## config.mk

```make
export PLATFORM = sky130hd
export DESIGN_NAME = alu_pipe
export DESIGN_NICKNAME = d
export VERILOG_FILES = /design/src/rtl/alu_pipe.sv
export SDC_FILE = /design/constraint.sdc
export NUM_CORES = 1
export LEC_CHECK = 0
export CORE_UTILIZATION = 35
export CTS_CLUSTER_DIAMETER = 100
export CTS_CLUSTER_SIZE = 20
export DETAILED_ROUTE_END_ITERATION = 16
export SYNTH_ARGS = -nofsm -noshare
export SYNTH_HDL_FRONTEND = slang
export SYNTH_SLANG_ARGS = --single-unit
```

## constraint.sdc

```tcl
create_clock -name clk -period 12.5 [get_ports clk]
set_clock_uncertainty 0.2 [all_clocks]
set_input_delay 1.25 -clock clk [delete_from_list [all_inputs] [get_ports clk]]
set_output_delay 1.25 -clock clk [all_outputs]
set_load 0.01 [all_outputs]
```

## src/rtl/alu_pipe.sv

```systemverilog
// Two-stage pipelined ALU with valid/ready handshakes, status flags and an
// architectural carry register for multi-word add/subtract chains.
module alu_pipe #(
    parameter int WIDTH = 8,
    parameter int SHW   = $clog2(WIDTH)
) (
    input  logic             clk,
    input  logic             rst,
    input  logic             in_valid,
    output logic             in_ready,
    input  logic [WIDTH-1:0] a,
    input  logic [WIDTH-1:0] b,
    input  logic [3:0]       op,
    output logic             out_valid,
    input  logic             out_ready,
    output logic [WIDTH-1:0] result,
    output logic [3:0]       flags,
    output logic             carry
);

    localparam logic [3:0] OP_CLR   = 4'd0;
    localparam logic [3:0] OP_ADD   = 4'd1;
    localparam logic [3:0] OP_SUB   = 4'd2;
    localparam logic [3:0] OP_AND   = 4'd3;
    localparam logic [3:0] OP_OR    = 4'd4;
    localparam logic [3:0] OP_XOR   = 4'd5;
    localparam logic [3:0] OP_XNOR  = 4'd6;
    localparam logic [3:0] OP_SET   = 4'd7;
    localparam logic [3:0] OP_SHL   = 4'd8;
    localparam logic [3:0] OP_SHR   = 4'd9;
    localparam logic [3:0] OP_SRA   = 4'd10;
    localparam logic [3:0] OP_ADC   = 4'd11;
    localparam logic [3:0] OP_SBC   = 4'd12;
    localparam logic [3:0] OP_CMP   = 4'd13;
    localparam logic [3:0] OP_PASSA = 4'd14;
    localparam logic [3:0] OP_PASSB = 4'd15;

    localparam logic [WIDTH:0] WIDTH_V = (WIDTH+1)'(WIDTH);

    // Signed overflow of an addition: operands agree in sign, result does not.
    function automatic logic add_ovf(input logic a_msb, input logic b_msb, input logic r_msb);
        return (a_msb == b_msb) && (r_msb != a_msb);
    endfunction

    // Signed overflow of a subtraction: operands differ in sign, result follows b.
    function automatic logic sub_ovf(input logic a_msb, input logic b_msb, input logic r_msb);
        return (a_msb != b_msb) && (r_msb != a_msb);
    endfunction

    logic             s1_valid_r;
    logic [WIDTH-1:0] s1_a_r;
    logic [WIDTH-1:0] s1_b_r;
    logic [3:0]       s1_op_r;
    logic             out_valid_r;
    logic [WIDTH-1:0] result_r;
    logic [3:0]       flags_r;
    logic             carry_r;

    logic             adv_s;
    logic             cin_s;
    logic [WIDTH:0]   sum_s;
    logic [WIDTH:0]   diff_s;
    logic             shift_big_s;
    logic [SHW-1:0]   sh_s;
    logic [WIDTH-1:0] shl_s;
    logic [WIDTH-1:0] shr_s;
    logic [WIDTH-1:0] sra_s;
    logic [WIDTH-1:0] res_s;
    logic [WIDTH-1:0] nz_src_s;
    logic             c_s;
    logic             v_s;
    logic             upd_carry_s;

    assign adv_s     = !out_valid_r || out_ready;
    assign in_ready  = adv_s;
    assign out_valid = out_valid_r;
    assign result    = result_r;
    assign flags     = flags_r;
    assign carry     = carry_r;

    // Adder/subtractor and shifter datapath shared by all opcodes.
    always_comb begin
        if ((s1_op_r == OP_ADC) || (s1_op_r == OP_SBC)) begin
            cin_s = carry_r;
        end else begin
            cin_s = 1'b0;
        end
        sum_s       = {1'b0, s1_a_r} + {1'b0, s1_b_r} + {{WIDTH{1'b0}}, cin_s};
        diff_s      = {1'b0, s1_a_r} - {1'b0, s1_b_r} - {{WIDTH{1'b0}}, cin_s};
        shift_big_s = ({1'b0, s1_b_r} >= WIDTH_V);
        sh_s        = s1_b_r[SHW-1:0];
        if (shift_big_s) begin
            shl_s = {WIDTH{1'b0}};
            shr_s = {WIDTH{1'b0}};
            sra_s = {WIDTH{s1_a_r[WIDTH-1]}};
        end else begin
            shl_s = s1_a_r << sh_s;
            shr_s = s1_a_r >> sh_s;
            sra_s = $signed(s1_a_r) >>> sh_s;
        end
    end

    // Opcode decode: result, carry/borrow, overflow and N/Z source.
    always_comb begin
        res_s       = {WIDTH{1'b0}};
        c_s         = 1'b0;
        v_s         = 1'b0;
        upd_carry_s = 1'b0;
        case (s1_op_r)
            OP_CLR:   res_s = {WIDTH{1'b0}};
            OP_ADD, OP_ADC: begin
                res_s       = sum_s[WIDTH-1:0];
                c_s         = sum_s[WIDTH];
                v_s         = add_ovf(s1_a_r[WIDTH-1], s1_b_r[WIDTH-1], sum_s[WIDTH-1]);
                upd_carry_s = 1'b1;
            end
            OP_SUB, OP_SBC: begin
                res_s       = diff_s[WIDTH-1:0];
                c_s         = diff_s[WIDTH];
                v_s         = sub_ovf(s1_a_r[WIDTH-1], s1_b_r[WIDTH-1], diff_s[WIDTH-1]);
                upd_carry_s = 1'b1;
            end
            OP_CMP: begin
                res_s       = s1_a_r;
                c_s         = diff_s[WIDTH];
                v_s         = sub_ovf(s1_a_r[WIDTH-1], s1_b_r[WIDTH-1], diff_s[WIDTH-1]);
                upd_carry_s = 1'b1;
            end
            OP_AND:   res_s = s1_a_r & s1_b_r;
            OP_OR:    res_s = s1_a_r | s1_b_r;
            OP_XOR:   res_s = s1_a_r ^ s1_b_r;
            OP_XNOR:  res_s = ~(s1_a_r ^ s1_b_r);
            OP_SET:   res_s = {WIDTH{1'b1}};
            OP_SHL:   res_s = shl_s;
            OP_SHR:   res_s = shr_s;
            OP_SRA:   res_s = sra_s;
            OP_PASSA: res_s = s1_a_r;
            OP_PASSB: res_s = s1_b_r;
            default:  res_s = {WIDTH{1'b0}};
        endcase
        // CMP reports sign/zero of the difference, not of the passed-through operand.
        if (s1_op_r == OP_CMP) begin
            nz_src_s = diff_s[WIDTH-1:0];
        end else begin
            nz_src_s = res_s;
        end
    end

    // Stage 1: capture operands and opcode whenever the pipe advances.
    always_ff @(posedge clk) begin
        if (rst) begin
            s1_valid_r <= 1'b0;
            s1_a_r     <= {WIDTH{1'b0}};
            s1_b_r     <= {WIDTH{1'b0}};
            s1_op_r    <= 4'd0;
        end else if (adv_s) begin
            s1_valid_r <= in_valid;
            if (in_valid) begin
                s1_a_r  <= a;
                s1_b_r  <= b;
                s1_op_r <= op;
            end
        end
    end

    // Stage 2: register result/flags; carry_r updates in program order on transfer.
    always_ff @(posedge clk) begin
        if (rst) begin
            out_valid_r <= 1'b0;
            result_r    <= {WIDTH{1'b0}};
            flags_r     <= 4'd0;
            carry_r     <= 1'b0;
        end else if (adv_s) begin
            out_valid_r <= s1_valid_r;
            if (s1_valid_r) begin
                result_r <= res_s;
                flags_r  <= {nz_src_s[WIDTH-1], (nz_src_s == {WIDTH{1'b0}}), c_s, v_s};
                if (upd_carry_s) begin
                    carry_r <= c_s;
                end
            end
        end
    end

    alu_pipe_checker #(.WIDTH(WIDTH)) u_checker (
        .clk       (clk),
        .rst       (rst),
        .in_ready  (in_ready),
        .out_valid (out_valid_r),
        .out_ready (out_ready),
        .result    (result_r),
        .flags     (flags_r),
        .carry     (carry_r)
    );

endmodule

// Handshake and stall-stability properties for alu_pipe.
module alu_pipe_checker #(
    parameter int WIDTH = 8
) (
    input logic             clk,
    input logic             rst,
    input logic             in_ready,
    input logic             out_valid,
    input logic             out_ready,
    input logic [WIDTH-1:0] result,
    input logic [3:0]       flags,
    input logic             carry
);

    a_ready_rule: assert property (@(posedge clk) disable iff (rst)
        in_ready == (!out_valid || out_ready))
        else $error("alu_pipe: in_ready does not follow out_valid/out_ready");

    a_stall_hold: assert property (@(posedge clk) disable iff (rst)
        (out_valid && !out_ready) |=>
        (out_valid && $stable(result) && $stable(flags) && $stable(carry)))
        else $error("alu_pipe: output changed while stalled");

    a_reset_clear: assert property (@(posedge clk)
        rst |=> (!out_valid && (carry == 1'b0) && (flags == 4'd0)))
        else $error("alu_pipe: reset did not clear outputs");

endmodule

```

==> flow_summary_export.csv, run 1 <==
group,metric,value,unit
clock_tree,clock_latency,0.30,ns
cells_and_area,insertedDiodeCount,0,
floorplan,die-area,11600,sq um
clock_tree,cts-resized-gates,0,
global_route,antenna_found_initial,0,
critical_path,path_cells,"buf_4 > nor2b_1 > nand2_1 > nand2_1 > nand3_1 > inv_1 > fa_1 > inv_1 > ha_1 > o21ai_0 > a311oi_1 > nor4_1 > a311oi_1 > o221ai_1 > a211o_2 > o31ai_2",
synth,synth_area_leaders,"dfxtp_1, ha_1, nand2_1",
timing,rsz0062_at_grt,"false",
routing,via_count,4097,
pwr,powerDensity,85.2,nW/um^2
routing,routed_wl,12900,microns
global_route,grt_max_degree,39,
pwr,leakagePower,0.00162,uW
critical_path,worst_r2r_path_depth,16,
critical_path,worstReg2RegEnd,"flags[2]",
synth,async_reset_ff_frac,0,
synth,synth-main-ff-cell,"dfxtp_1",
critical_path,r2r_start,"s1_op_r[1]",
timing,max_freq,219,MHz
synth,ys_warn_count,0,
clock_tree,cts_buffer_depth,2,
clock_tree,postCtsSetupBuffers,0,
timing,fin_ws,7.93,ns
synth,syn-num-nets,586,
critical_path,cp_slowest_cell,"a311oi_1",
clock_tree,cts_tree,"built",
timing,setup_violations,0,
placement,placement.io_buffers,38,
synth,synthCells,527,
routing,post-route-drc-count,0,
synth,synth_top_area_share,0.179,
run_status,outcome,"complete, no violations",
global_route,first_global_vias,3734,
global_route,grt_pass1_wl,20400,microns
clock_tree,clk_pin_slew_worst_paths,0.08,ns
cells_and_area,final_layout_size_suffix_gt1_frac,0.0793,
synth,ys_seq_area_frac,0.179,
timing,fin_hold_ws,0.255,ns
critical_path,start_kind,"flip-flop",
global_route,grt_use_total,0.227,
hold_path,holdPathEnd,"flags[0]",
cells_and_area,n_fill_cell,1152,
critical_path,slowest_delay,0.51,ns
clock_tree,hold_buffers,0,
timing,slew_headroom,0.345,
synth,synth_cell_types,70,
synth,yosysMostFrequentCell,"nand2_1",
cells_and_area,final_net_count,600,
placement,place_congestion,0.948,
routing,drt_iter0_drc,402,
routing,dr.pass1.iters,7,
synth,syn-cell-area,3910,sq um
floorplan,initial_core_util,0.361,
cells_and_area,multi_input_area,2880,sq um
placement,placed_area,4320,sq um
floorplan,die-height,108,microns
hold_path,holdPathStages,2,
routing,avgViaCountPerCell,6.01,
placement,dp_slack,8.04,ns
global_route,grt_overflow,0,
timing,finalSetupTns,0,ns
critical_path,crit_type,"flip-flop to flip-flop",
critical_path,regToRegSetupSlack,7.93,ns
placement,dp_hpwl,9670,microns
critical_path,cp.required,12.52,ns
routing,wl_per_cell,18.9,microns
synth,avgSynthCellArea,7.42,sq um
hold_path,worstHoldStart,"flags[0]",
clock_tree,root_buffer,"clkbuf_8",
cells_and_area,final_area,4420,sq um
critical_path,crit_arrival,4.59,ns
timing,slew_viol_final,0,
cells_and_area,area_growth,13.1,%
clock_tree,cts_max_level,2,
routing,ant_nets,0,
floorplan,num_io_pins,39,
timing,period_needed,4.57,ns
pwr,irDropWorstVdd,0.0499,mV
synth,ys_top_cells_by_count,"nand2_1, a21oi_1, nor2_1",
floorplan,fp.coreArea,10800,sq um
clock_tree,cts.sinks,35,
timing,hold_viol,0,
synth,ys_ff_latch,35,
clock_tree,numCtsBuffers,5,
hold_path,hold_path.class,"flip-flop to flip-flop",
critical_path,end_kind,"flip-flop",
floorplan,rows,38,
timing,worstMarginPinSlew,0.969,ns
synth,synth_edf_count,0,
synth,synth_top_area_cell,"dfxtp_1",
floorplan,die_w,108,microns
critical_path,crit_fanout,33,
cells_and_area,seqCellArea,701,sq um
job,maxCapViolCount,0,
timing,min_period_over_period,0.366,
-- area by class of cell --
cell class                 count  area share
tap                          140      0.0396
clock buffer                   7      0.0218
multi-input combinational    420       0.651
sequential                    35       0.159
clock inverter                 1     0.00170
timing repair buffer          46      0.0996
inverter                      33      0.0280
-- cell families after synthesis --
logic type | after synthesis | share of synthesized area
DFF | 35 | 0.179
adders and majority gates | 35 | 0.120
buffers and inverters | 72 | 0.0851
xor gates and xnor gates | 12 | 0.0269
and+or+nand+nor | 203 | 0.253
muxes | 27 | 0.0899
AOI/OAI and AO/OA | 143 | 0.246
-- where the power goes --
| group | internal (uW) | switching [uW] | total (uW) |
|---|---|---|---|
| Combinational | 61.9 | 87.9 | 150 |
| Sequential | 118 | 10.7 | 129 |
| Clock | 50.2 | 48.0 | 98.2 |
| Total | 230 | 147 | 377 |
-- critical path, delay by kind of cell (launching register included) --
| family | cells | cell delay [ns] |
|---|---|---|
| buffers and inverters | 3 | 0.51 |
| DFF | 1 | 0.33 |
| adders and majority gates | 2 | 0.59 |
| and+or+nand+nor | 5 | 0.97 |
| AOI/OAI and AO/OA | 6 | 1.88 |
-- flip-flops by register name, summed over array words and instances, names as in the netlist --
register / cells
carry: 1
flags: 4
out_valid: 1
result: 8
s1_a_r: 8
s1_b_r: 8
s1_op_r: 4
s1_valid_r: 1
-- through the flow --
step	total power [uW]	utilization	cells
finish	377	0.408	682
floorplan	235	-	527
CTS	377	0.408	682
detailed placement	279	0.398	674
global placement	277	0.398	674
global route	396	0.408	682
-- routing by layer --
layer / global-route usage / vias to the layer above / share of wire
met4: 0.0499 / 0 / 0.016
met3: 0.0369 / 21 / 0.073
li1: - / 1929 / -
met1: 0.312 / 1973 / 0.45
met2: 0.371 / 174 / 0.46
met5: 0 / - / 0
-- worst max path at each step --
stage | depth (start not counted) | end | from
2_1_floorplan | 16 | flags[2] | s1_op_r[2]
3_3_place_gp | 16 | flags[2] | s1_op_r[1]
5_1_grt | 16 | flags[2] | s1_op_r[1]
6_report | 16 | flags[2] | s1_op_r[1]
4_1_cts | 16 | flags[2] | s1_op_r[1]
3_5_place_dp | 16 | flags[2] | s1_op_r[1]
-- layout by cell type (no fill, tap or decap), types with 3 or more instances in the layout --
| cell type | n |
|---|---|
| nand2_1 | 84 |
| a211oi_1 | 12 |
| nand4_1 | 3 |
| ha_1 | 31 |
| a311oi_1 | 3 |
| fa_1 | 4 |
| a221oi_1 | 3 |
| buf_4 | 8 |
| and3_1 | 4 |
| a31oi_1 | 5 |
| nand3_1 | 16 |
| a22oi_1 | 3 |
| clkbuf_8 | 7 |
| a21oi_1 | 45 |
| mux2i_1 | 16 |
| clkdlybuf4s50_1 | 38 |
| nor4_1 | 6 |
| xor2_1 | 8 |
| nor2_1 | 36 |
| o2111ai_1 | 3 |
| mux2_2 | 5 |
| o21ai_0 | 19 |
| or3_1 | 5 |
| o211ai_1 | 8 |
| nor3_1 | 13 |
| inv_1 | 32 |
| a2bb2oi_1 | 4 |
| nand3b_1 | 3 |
| mux4_2 | 6 |
| o22ai_1 | 8 |
| dfxtp_1 | 35 |
| o21a_1 | 4 |
| a311o_1 | 3 |
| nand2b_1 | 5 |
| xnor2_1 | 4 |
| nor2b_1 | 9 |
(Power assumes the default switching activity.)
==> run 2, diff against run 1 <==
- clock period: 12.5 -> 4.5 ns (I/O delays scaled with it)
==> run 2 against run 1 <==
Effect of this change:
- clock-buffer cell count unchanged
- die area unchanged
- total power rose to 2.8 times the previous value
- sequential share of layout area is 0.16 points lower
- wire length about the same
- cell area up 1.0%
- hold slack improved by 0.0045 ns
- sequential power rose to 2.7 times the previous value
- critical endpoint unchanged
- largest power group unchanged
==> flow_summary_export.csv, run 2 (synthesis gave the netlist of run 1 again) <==
group,metric,value,unit
run_status,outcome,"complete, no violations",
routing,avgViaCountPerCell,5.94,
global_route,grt_pass1_wl,20600,microns
critical_path,cp_top_family,"compound AO/OA/AOI/OAI gates",
placement,dp_hpwl,9740,microns
critical_path,crit_arrival,4.02,ns
critical_path,path_cells,"nor2b_1 > nand2_1 > nand2_1 > nand3_1 > inv_1 > fa_1 > inv_1 > ha_1 > o21ai_0 > a311oi_1 > nor4_1 > a311oi_1 > o221ai_1 > a211o_2 > o31ai_2",
cells_and_area,final_cells,688,
clock_tree,root_buffer,"clkbuf_8",
routing,drt_iter0_drc,399,
floorplan,rows,38,
pwr,powerDensity,235,nW/um^2
hold_path,hold_path.class,"flip-flop to flip-flop",
global_route,grt_max_degree,37,
floorplan,fp.coreArea,10800,sq um
clock_tree,numCtsBuffers,5,
cells_and_area,insertedDiodeCount,0,
floorplan,die-area,11600,sq um
clock_tree,cts_tree,"built",
timing,rsz0062_at_grt,"false",
global_route,grt_use_total,0.229,
routing,via_count,4089,
timing,finalSetupTns,0,ns
timing,worstMarginPinSlew,0.881,ns
timing,min_period_over_period,0.891,
routing,wl_per_cell,18.7,microns
cells_and_area,fin_util,0.412,
global_route,antenna_found_initial,0,
clock_tree,cts.sinks,35,
timing,setup_violations,0,
timing,slew_viol_final,0,
cells_and_area,layout_commonest_cell,"nand2_1",
critical_path,crit_fanout,4,
routing,dr.pass1.iters,5,
cells_and_area,final_layout_size_suffix_gt1_frac,0.0894,
clock_tree,cts_buffer_depth,2,
critical_path,crit_type,"flip-flop to flip-flop",
pwr,irDropWorstVdd,0.102,mV
job,maxCapViolCount,0,
critical_path,worst-path-buf-inv,2,
clock_tree,hold_buffers,0,
critical_path,cp_slowest_cell,"a311oi_1",
placement,place_congestion,0.952,
timing,max_freq,249,MHz
floorplan,die-height,108,microns
critical_path,cp.required,4.51,ns
clock_tree,postCtsSetupBuffers,0,
placement,placement.io_buffers,38,
cells_and_area,final_net_count,606,
floorplan,num_io_pins,39,
global_route,grt_overflow,0,
critical_path,end_kind,"flip-flop",
placement,placed_area,4360,sq um
clock_tree,cts-resized-gates,0,
cells_and_area,final_area,4470,sq um
global_route,first_global_vias,3792,
clock_tree,clock_latency,0.30,ns
cells_and_area,area_growth,14.2,%
routing,routed_wl,12900,microns
routing,post-route-drc-count,0,
floorplan,initial_core_util,0.361,
critical_path,slowest_delay,0.49,ns
cells_and_area,final_cell_mix,"nand2_1, a21oi_1, clkdlybuf4s50_1",
timing,period_needed,4.01,ns
pwr,leakagePower,0.00165,uW
floorplan,die_w,108,microns
clock_tree,clk_pin_slew_worst_paths,0.08,ns
clock_tree,cts_max_level,2,
timing,hold_viol,0,
placement,dp.cells,680,
critical_path,regToRegSetupSlack,0.49,ns
routing,ant_nets,0,
timing,slew_headroom,0.408,
critical_path,start_kind,"flip-flop",
run 2: cell type report:
| cell class | instances | area, sq um |
|---|---|---|
| Sequential cell | 35 | 701 |
| Clock inverter | 1 | 7.51 |
| Timing Repair Buffer | 52 | 485 |
| Tap cell | 140 | 175 |
| Clock buffer | 7 | 96.3 |
| Fill cell | 1187 | 6370 |
| Inverter | 33 | 124 |
| Multi-Input combinational cell | 420 | 2880 |
run 2: worst paths after layout:
kind | start | end | cells after the start
min | flags[1] | flags[1] | 2
max reg2reg | s1_op_r[1] | flags[2] | 15
min reg2reg | flags[1] | flags[1] | 2
max | s1_op_r[1] | flags[2] | 15
run 2: power breakdown:
group          internal, uW  total, uW  switching, uW
combinational           176        427            251
clock                   140        269            130
sequential              328        352           23.9
run 2: layer usage:
layer | vias up | wire [microns] | global-route usage
met5 | - | 0 | 0
met4 | 0 | 253 | 0.0577
met3 | 19 | 883 | 0.0436
met2 | 172 | 5890 | 0.364
met1 | 1956 | 5830 | 0.317
li1 | 1942 | - | -
run 2: tightest hold or removal path, cell delays in order, from the launching register on:
cell	delay, ns
dfxtp_1	0.32
nand2_1	0.05
a21oi_1	0.05
run 2: per-stage QoR:
| step | power (uW) | worst slack, ns | hold WS (ns) |
|---|---|---|---|
| 2_1_floorplan | 652 | 0.469 | 0.248 |
| 3_3_place_gp | 773 | 0.806 | 0.246 |
| 3_5_place_dp | 778 | 0.580 | 0.250 |
| 4_1_cts | 1050 | 0.540 | 0.262 |
| 5_1_grt | 1110 | 0.170 | 0.297 |
| 6_report | 1050 | 0.489 | 0.259 |
